===== config.mk =====
export PLATFORM = sky130hd
export DESIGN_NAME = trainerror_sb_ctrl
export DESIGN_NICKNAME = d
export VERILOG_FILES = /design/src/rtl/trainerror_pkg.sv /design/src/rtl/sb_rr_arbiter2.sv /design/src/rtl/trainerror_sb_ctrl.sv
export SDC_FILE = /design/constraint.sdc
export NUM_CORES = 1
export LEC_CHECK = 0
export CORE_ASPECT_RATIO = 1.2
export CORE_UTILIZATION = 25
export DETAILED_ROUTE_END_ITERATION = 10
export PLACE_DENSITY = 0.42
export SETUP_SLACK_MARGIN = 0.3
export SYNTH_ARGS = -nofsm -noshare
export SYNTH_HDL_FRONTEND = slang
export SYNTH_SLANG_ARGS = --single-unit

===== constraint.sdc =====
create_clock -name i_clk -period 1.92 [get_ports i_clk]
set_input_delay 0.48 -clock i_clk [delete_from_list [all_inputs] [get_ports i_clk]]
set_output_delay 0.48 -clock i_clk [all_outputs]
set_load 0.03 [all_outputs]

===== src/rtl/trainerror_pkg.sv =====
// Shared encodings for the TRAINERROR sideband controller: message codes,
// main-FSM and arbiter state types.
package trainerror_pkg;

    localparam int SB_MSG_WIDTH_DEF = 4;

    localparam logic [SB_MSG_WIDTH_DEF-1:0] TRAINERROR_ENTRY_REQ  = 4'd15;
    localparam logic [SB_MSG_WIDTH_DEF-1:0] TRAINERROR_ENTRY_RESP = 4'd14;

    typedef enum logic [1:0] {
        ST_IDLE    = 2'd0,
        ST_ACTIVE  = 2'd1,
        ST_DONE    = 2'd2,
        ST_TIMEOUT = 2'd3
    } te_state_e;

    typedef enum logic [1:0] {
        ARB_IDLE = 2'd0,
        GRANT_TX = 2'd1,
        GRANT_RX = 2'd2
    } arb_state_e;

    typedef enum logic {
        GNT_TX = 1'b0,
        GNT_RX = 1'b1
    } gnt_e;

endpackage


===== src/rtl/sb_rr_arbiter2.sv =====
// Two-requester round-robin owner of the single SB transmit port; a grant is
// held until the SB transmitter's busy signal falls.
module sb_rr_arbiter2
    import trainerror_pkg::*;
#(
    parameter int SB_MSG_WIDTH = SB_MSG_WIDTH_DEF
) (
    input  logic                    i_clk,
    input  logic                    i_rst_n,
    input  logic                    i_en,
    input  logic                    i_tx_valid,
    input  logic [SB_MSG_WIDTH-1:0] i_tx_msg,
    input  logic                    i_rx_valid,
    input  logic [SB_MSG_WIDTH-1:0] i_rx_msg,
    input  logic                    i_sb_busy,
    output logic                    o_sb_valid,
    output logic [SB_MSG_WIDTH-1:0] o_sb_msg,
    output logic                    o_falling_edge_busy,
    output logic                    o_tx_pending
);

    arb_state_e arb_q;
    gnt_e       last_grant_q;
    logic       busy_d;
    logic       pick_tx;

    assign o_falling_edge_busy = busy_d & ~i_sb_busy;
    assign pick_tx             = i_tx_valid & (~i_rx_valid | (last_grant_q == GNT_RX));
    assign o_tx_pending        = (arb_q == GRANT_TX) | ((arb_q == ARB_IDLE) & i_tx_valid);

    always_ff @(posedge i_clk or negedge i_rst_n) begin
        if (!i_rst_n) begin
            arb_q        <= ARB_IDLE;
            last_grant_q <= GNT_RX;
            o_sb_valid   <= 1'b0;
            o_sb_msg     <= '0;
            busy_d       <= 1'b0;
        end else begin
            busy_d <= i_sb_busy;
            if (!i_en) begin
                arb_q      <= ARB_IDLE;
                o_sb_valid <= 1'b0;
                o_sb_msg   <= '0;
            end else begin
                case (arb_q)
                    ARB_IDLE: begin
                        if (!i_sb_busy && (i_tx_valid || i_rx_valid)) begin
                            o_sb_valid <= 1'b1;
                            if (pick_tx) begin
                                arb_q        <= GRANT_TX;
                                o_sb_msg     <= i_tx_msg;
                                last_grant_q <= GNT_TX;
                            end else begin
                                arb_q        <= GRANT_RX;
                                o_sb_msg     <= i_rx_msg;
                                last_grant_q <= GNT_RX;
                            end
                        end
                    end
                    // The message is already with SB, so a dropped requester
                    // valid does not end the grant; only the busy fall does.
                    GRANT_TX, GRANT_RX: begin
                        if (o_falling_edge_busy) begin
                            arb_q      <= ARB_IDLE;
                            o_sb_valid <= 1'b0;
                        end
                    end
                    default: begin
                        arb_q      <= ARB_IDLE;
                        o_sb_valid <= 1'b0;
                    end
                endcase
            end
        end
    end

endmodule


===== src/rtl/trainerror_sb_ctrl.sv =====
// TRAINERROR sequencing: enables the TX/RX handlers, times out the handshake
// and shares the SB port between them via sb_rr_arbiter2.
//   state      | meaning
//   ST_IDLE    | waiting for LTSM request
//   ST_ACTIVE  | handlers enabled, timeout counter running
//   ST_DONE    | both handlers ended, done reported
//   ST_TIMEOUT | handlers disabled, timeout reported
module trainerror_sb_ctrl
    import trainerror_pkg::*;
#(
    parameter int                   SB_MSG_WIDTH   = SB_MSG_WIDTH_DEF,
    parameter int                   TIMEOUT_W      = 24,
    parameter logic [TIMEOUT_W-1:0] TIMEOUT_CYCLES = 24'd8000000
) (
    input  logic                    i_clk,
    input  logic                    i_rst_n,
    input  logic                    i_trainerror_req,
    output logic                    o_trainerror_en,
    input  logic                    i_tx_valid,
    input  logic [SB_MSG_WIDTH-1:0] i_tx_msg,
    input  logic                    i_tx_end,
    input  logic                    i_rx_valid,
    input  logic [SB_MSG_WIDTH-1:0] i_rx_msg,
    input  logic                    i_rx_end,
    input  logic                    i_sb_busy,
    output logic                    o_sb_valid,
    output logic [SB_MSG_WIDTH-1:0] o_sb_msg,
    output logic                    o_falling_edge_busy,
    output logic                    o_tx_pending,
    output logic                    o_trainerror_done,
    output logic                    o_timeout
);

    localparam logic [TIMEOUT_W-1:0] CNT_LAST = TIMEOUT_CYCLES - 1'b1;

    te_state_e            state_q;
    logic [TIMEOUT_W-1:0] cnt_q;
    logic                 arb_en;

    // Gated by the live request so a dropped request frees SB on the same edge
    // the main FSM returns to idle.
    assign arb_en = ((state_q == ST_ACTIVE) || (state_q == ST_DONE)) && i_trainerror_req;

    always_ff @(posedge i_clk or negedge i_rst_n) begin
        if (!i_rst_n) begin
            state_q           <= ST_IDLE;
            cnt_q             <= '0;
            o_trainerror_en   <= 1'b0;
            o_trainerror_done <= 1'b0;
            o_timeout         <= 1'b0;
        end else if ((state_q != ST_IDLE) && !i_trainerror_req) begin
            state_q           <= ST_IDLE;
            cnt_q             <= '0;
            o_trainerror_en   <= 1'b0;
            o_trainerror_done <= 1'b0;
            o_timeout         <= 1'b0;
        end else begin
            case (state_q)
                ST_IDLE: begin
                    if (i_trainerror_req) begin
                        state_q         <= ST_ACTIVE;
                        cnt_q           <= '0;
                        o_trainerror_en <= 1'b1;
                    end
                end
                ST_ACTIVE: begin
                    if (i_tx_end && i_rx_end) begin
                        state_q           <= ST_DONE;
                        o_trainerror_done <= 1'b1;
                    end else if (cnt_q == CNT_LAST) begin
                        state_q         <= ST_TIMEOUT;
                        o_trainerror_en <= 1'b0;
                        o_timeout       <= 1'b1;
                    end else if (cnt_q != '1) begin
                        cnt_q <= cnt_q + 1'b1;
                    end
                end
                ST_DONE, ST_TIMEOUT: begin
                end
                default: begin
                    state_q <= ST_IDLE;
                end
            endcase
        end
    end

    sb_rr_arbiter2 #(
        .SB_MSG_WIDTH(SB_MSG_WIDTH)
    ) u_arb (
        .i_clk              (i_clk),
        .i_rst_n            (i_rst_n),
        .i_en               (arb_en),
        .i_tx_valid         (i_tx_valid),
        .i_tx_msg           (i_tx_msg),
        .i_rx_valid         (i_rx_valid),
        .i_rx_msg           (i_rx_msg),
        .i_sb_busy          (i_sb_busy),
        .o_sb_valid         (o_sb_valid),
        .o_sb_msg           (o_sb_msg),
        .o_falling_edge_busy(o_falling_edge_busy),
        .o_tx_pending       (o_tx_pending)
    );

endmodule


==> results.txt <==
Synth Area in Adders: 2.643%
Routed WL: 7599 um
Synth unique cells: 51
Largest net degree at the start of global routing: 39
Worst-margin pin slew: 0.5319 ns
Switching power: 1.411 mW
Register area share after synthesis: 40.22%
Top FF cell, synth: dfrtp_1
FF+latch count, synth: 38
Final count of negative-setup-slack endpoints: 24
Share of total power in combinational logic: 54.7%
Worst setup margin: -0.09655 ns
Skew-Pair Late Insertion Delay: 0.30 ns
N_diodes: 0
Initial DRT Pass Iterations: 4
Final net count: 402
# port buffers: 25
Worst Hold Class: in -> async
Crit path time final: 2.017 ns
Max-Cap Viols: 0
Kind of critical path: reg -> reg
Multiplexer share of the synthesized area: 1.268%
Max Clock Skew: 0.006996 ns
Synth Area in Compound Gates: 23.41%
Async SR Flop Fraction: 100.0%
Internal: 2.079 mW
Fill count: 944
Post-synth EDFFs: 0
Critical Path AT: 2.23 ns
Max Slew Vio Count: 0
Synthesized area per cell: 8.671 um^2
GP Congestion: 0.8536
Site row count: 38
Sequential Power Share: 28.1%
Leak pwr: 1.698 nW
Status: complete, but fails checks
Fraction of layout cells with a size suffix above 1: 38.48%
Core box area: 0.009129 mm^2
Tcrit/Tclk final: 105.0%
# IOs: 26
Switching Fraction: 40.42%
Total CTS buffers: 5
CTS tree: done
Die Wd: 90.83 um
CTS root buf: clkbuf_8
Rel. slew slack: 64.54%
Die area: 0.009864 mm^2
Vias/cell: 4.980
Vias in the first global route: 2532
Die Ht: 108.6 um
Fmax: 0.4959 GHz
Main combinational cell family by area after synthesis: simple AND/OR/NAND/NOR gates
Post-synth net total: 294
Final hold viol count: 0
Worst-path clk slew: 0.08 ns
Synthesis-to-finish area growth: 60.09%
Clock Power Share: 17.2%
Failing checks: negative setup slack
Final ANT Viol Nets: 0
Post-synthesis simple-gate area fraction: 28.22%
Initial antenna violation count: 0
Cell area after synthesis: 0.002367 mm^2
Pwr/cell area: 920.8 mW/mm^2
Most frequent cells in the layout: 80 x buf_4, 45 x nand2_1, 37 x dfrtp_1, 16 x nor2_1, 16 x nand3_1
First-pass GRT wire length: 12620 um
Htree depth: 2
CP max FO: 7
Data required time of the worst path: 2.14 ns
Worst VDD drop: 475.4 uV
Hold slack: 0.2343 ns
DPL Wire Length: 5627 um
RSZ-0062 raised after global routing: true
Xor-xnor portion of the synthesized cell area: 0%
Via count: 2500
Total grt overflow: 0
Total GRT Usage: 16.31%
DRC: 0
CP endpoint kind: register
Post-synthesis cell count: 273
Synth Warn #: 0
Most frequent standard cell in the layout excluding fill and tap cells: buf_4
Clk buf depth: 2
CP Launch Type: register
Clock Sinks: 38
Hold buffers post-CTS: 0
Initial core utilization: 25.93%
Layout Utilization: 41.52%
Initial DRC count: 103
WL per Instance: 15.14 um
-- cell usage after synthesis (3+ instances only) --
| library cell | n | area, um^2 |
|---|---|---|
| nand2_1 | 47 | 176.4 |
| dfrtp_1 | 37 | 925.9 |
| nand3_1 | 16 | 80.08 |
| nor2_1 | 16 | 60.06 |
| inv_1 | 11 | 41.29 |
| clkbuf_1 | 10 | 37.54 |
| nand4_1 | 9 | 56.30 |
| o211ai_1 | 9 | 67.56 |
| o21ai_1 | 9 | 45.04 |
| a21oi_1 | 8 | 40.04 |
| nor3_1 | 8 | 40.04 |
| o41a_1 | 6 | 67.56 |
| a31oi_1 | 5 | 31.28 |
| a32oi_1 | 5 | 43.79 |
| and4_1 | 5 | 43.79 |
| ha_1 | 5 | 62.56 |
| nor4_1 | 5 | 31.28 |
| o311ai_0 | 5 | 43.79 |
| a311oi_1 | 4 | 35.03 |
| o21ai_0 | 4 | 20.02 |
| a21o_1 | 3 | 22.52 |
| and3_1 | 3 | 18.77 |
| mux2i_1 | 3 | 30.03 |
| nor2b_1 | 3 | 18.77 |
| or2_2 | 3 | 18.77 |
-- power by group through the flow --
stage	logic (mW)	clock network [mW]	registers, mW
after global placement	1.77	0	0.991
after global routing	2.09	0.645	0.997
final	1.91	0.601	0.980
after CTS	1.84	0.619	0.981
after detailed placement	1.77	0	0.992
after floorplan	0.756	0	1.12
-- through the flow --
stage / cells / cell area (um^2) / setup slack (ns) / total power, mW / setup TNS (ns)
detailed placement: 487 / 3412 / -0.3365 / 2.767 / -6.108
global placement: 487 / 3412 / -0.3024 / 2.760 / -5.783
floorplan: 273 / 2469 / -0.04181 / 1.871 / -0.06461
CTS: 499 / 3669 / -0.08041 / 3.436 / -1.060
global route: 502 / 3790 / -0.1636 / 3.730 / -2.957
finish: 502 / 3790 / -0.09655 / 3.490 / -0.9478
-- final timing paths --
check	to	from	slack [ns]	cells after the start
hold / removal	cnt_q[12]	i_rst_n	0.23	2
hold reg to reg	u_arb.o_sb_valid	u_arb.o_sb_valid	0.48	1
setup reg to reg	cnt_q[0]	cnt_q[13]	-0.1	6
setup / recovery	cnt_q[0]	cnt_q[13]	-0.1	6
min in group i_clk	u_arb.busy_d	i_sb_busy	0.45	1
max in group asynchronous	u_arb.last_grant_q	i_rst_n	1.31	2
-- cell families after synthesis --
kind of cell	after synthesis
compound gates	74
mux	3
fa+ha+maj	5
buf+inv	24
simple gates	129
flops	38
-- what timing repair did --
item	CTS	global route
buffers inserted	4	2
endpoints found under the setup margin	38	34
pin swaps	13	16
resized for setup	41	19
gates cloned	0	1
-- routing by layer --
| metal | vias up | global-route usage, % | share of wire (%) |
|---|---|---|---|
| met5 | - | 0 | 0 |
| met4 | 0 | 4.875 | 1.8 |
| met3 | 9 | 2.532 | 1.7 |
| met2 | 27 | 28.68 | 50 |
| met1 | 1204 | 20.61 | 47 |
| li1 | 1260 | - | - |
-- registers in the layout, summed over array words and instances, names as in the netlist --
signal              cells
cnt_q                  24
u_arb.o_sb_msg          4
state_q                 2
u_arb.arb_q             2
o_timeout               1
o_trainerror_done       1
o_trainerror_en         1
u_arb.busy_d            1
u_arb.last_grant_q      1
u_arb.o_sb_valid        1
-- worst max-delay path: stages, from the launching register on --
cell and delay (ns):
dfrtp_1 0.38, or4_4 0.55, or4_4 0.49, nor2_4 0.16, buf_12 0.15, o21ai_2 0.05
a31oi_1 0.15
-- cell type report --
class | count | area, um^2 | area share [%]
multi-input cells | 212 | 1612 | 42.52
clock inverters | 1 | 5.005 | 0.1321
repair buffers | 113 | 943.4 | 24.89
inverters | 11 | 41.29 | 1.089
clock buffers | 7 | 86.33 | 2.278
well taps | 120 | 150.1 | 3.962
flip-flops and latches | 38 | 952.2 | 25.12
(Power assumes the default switching activity.)
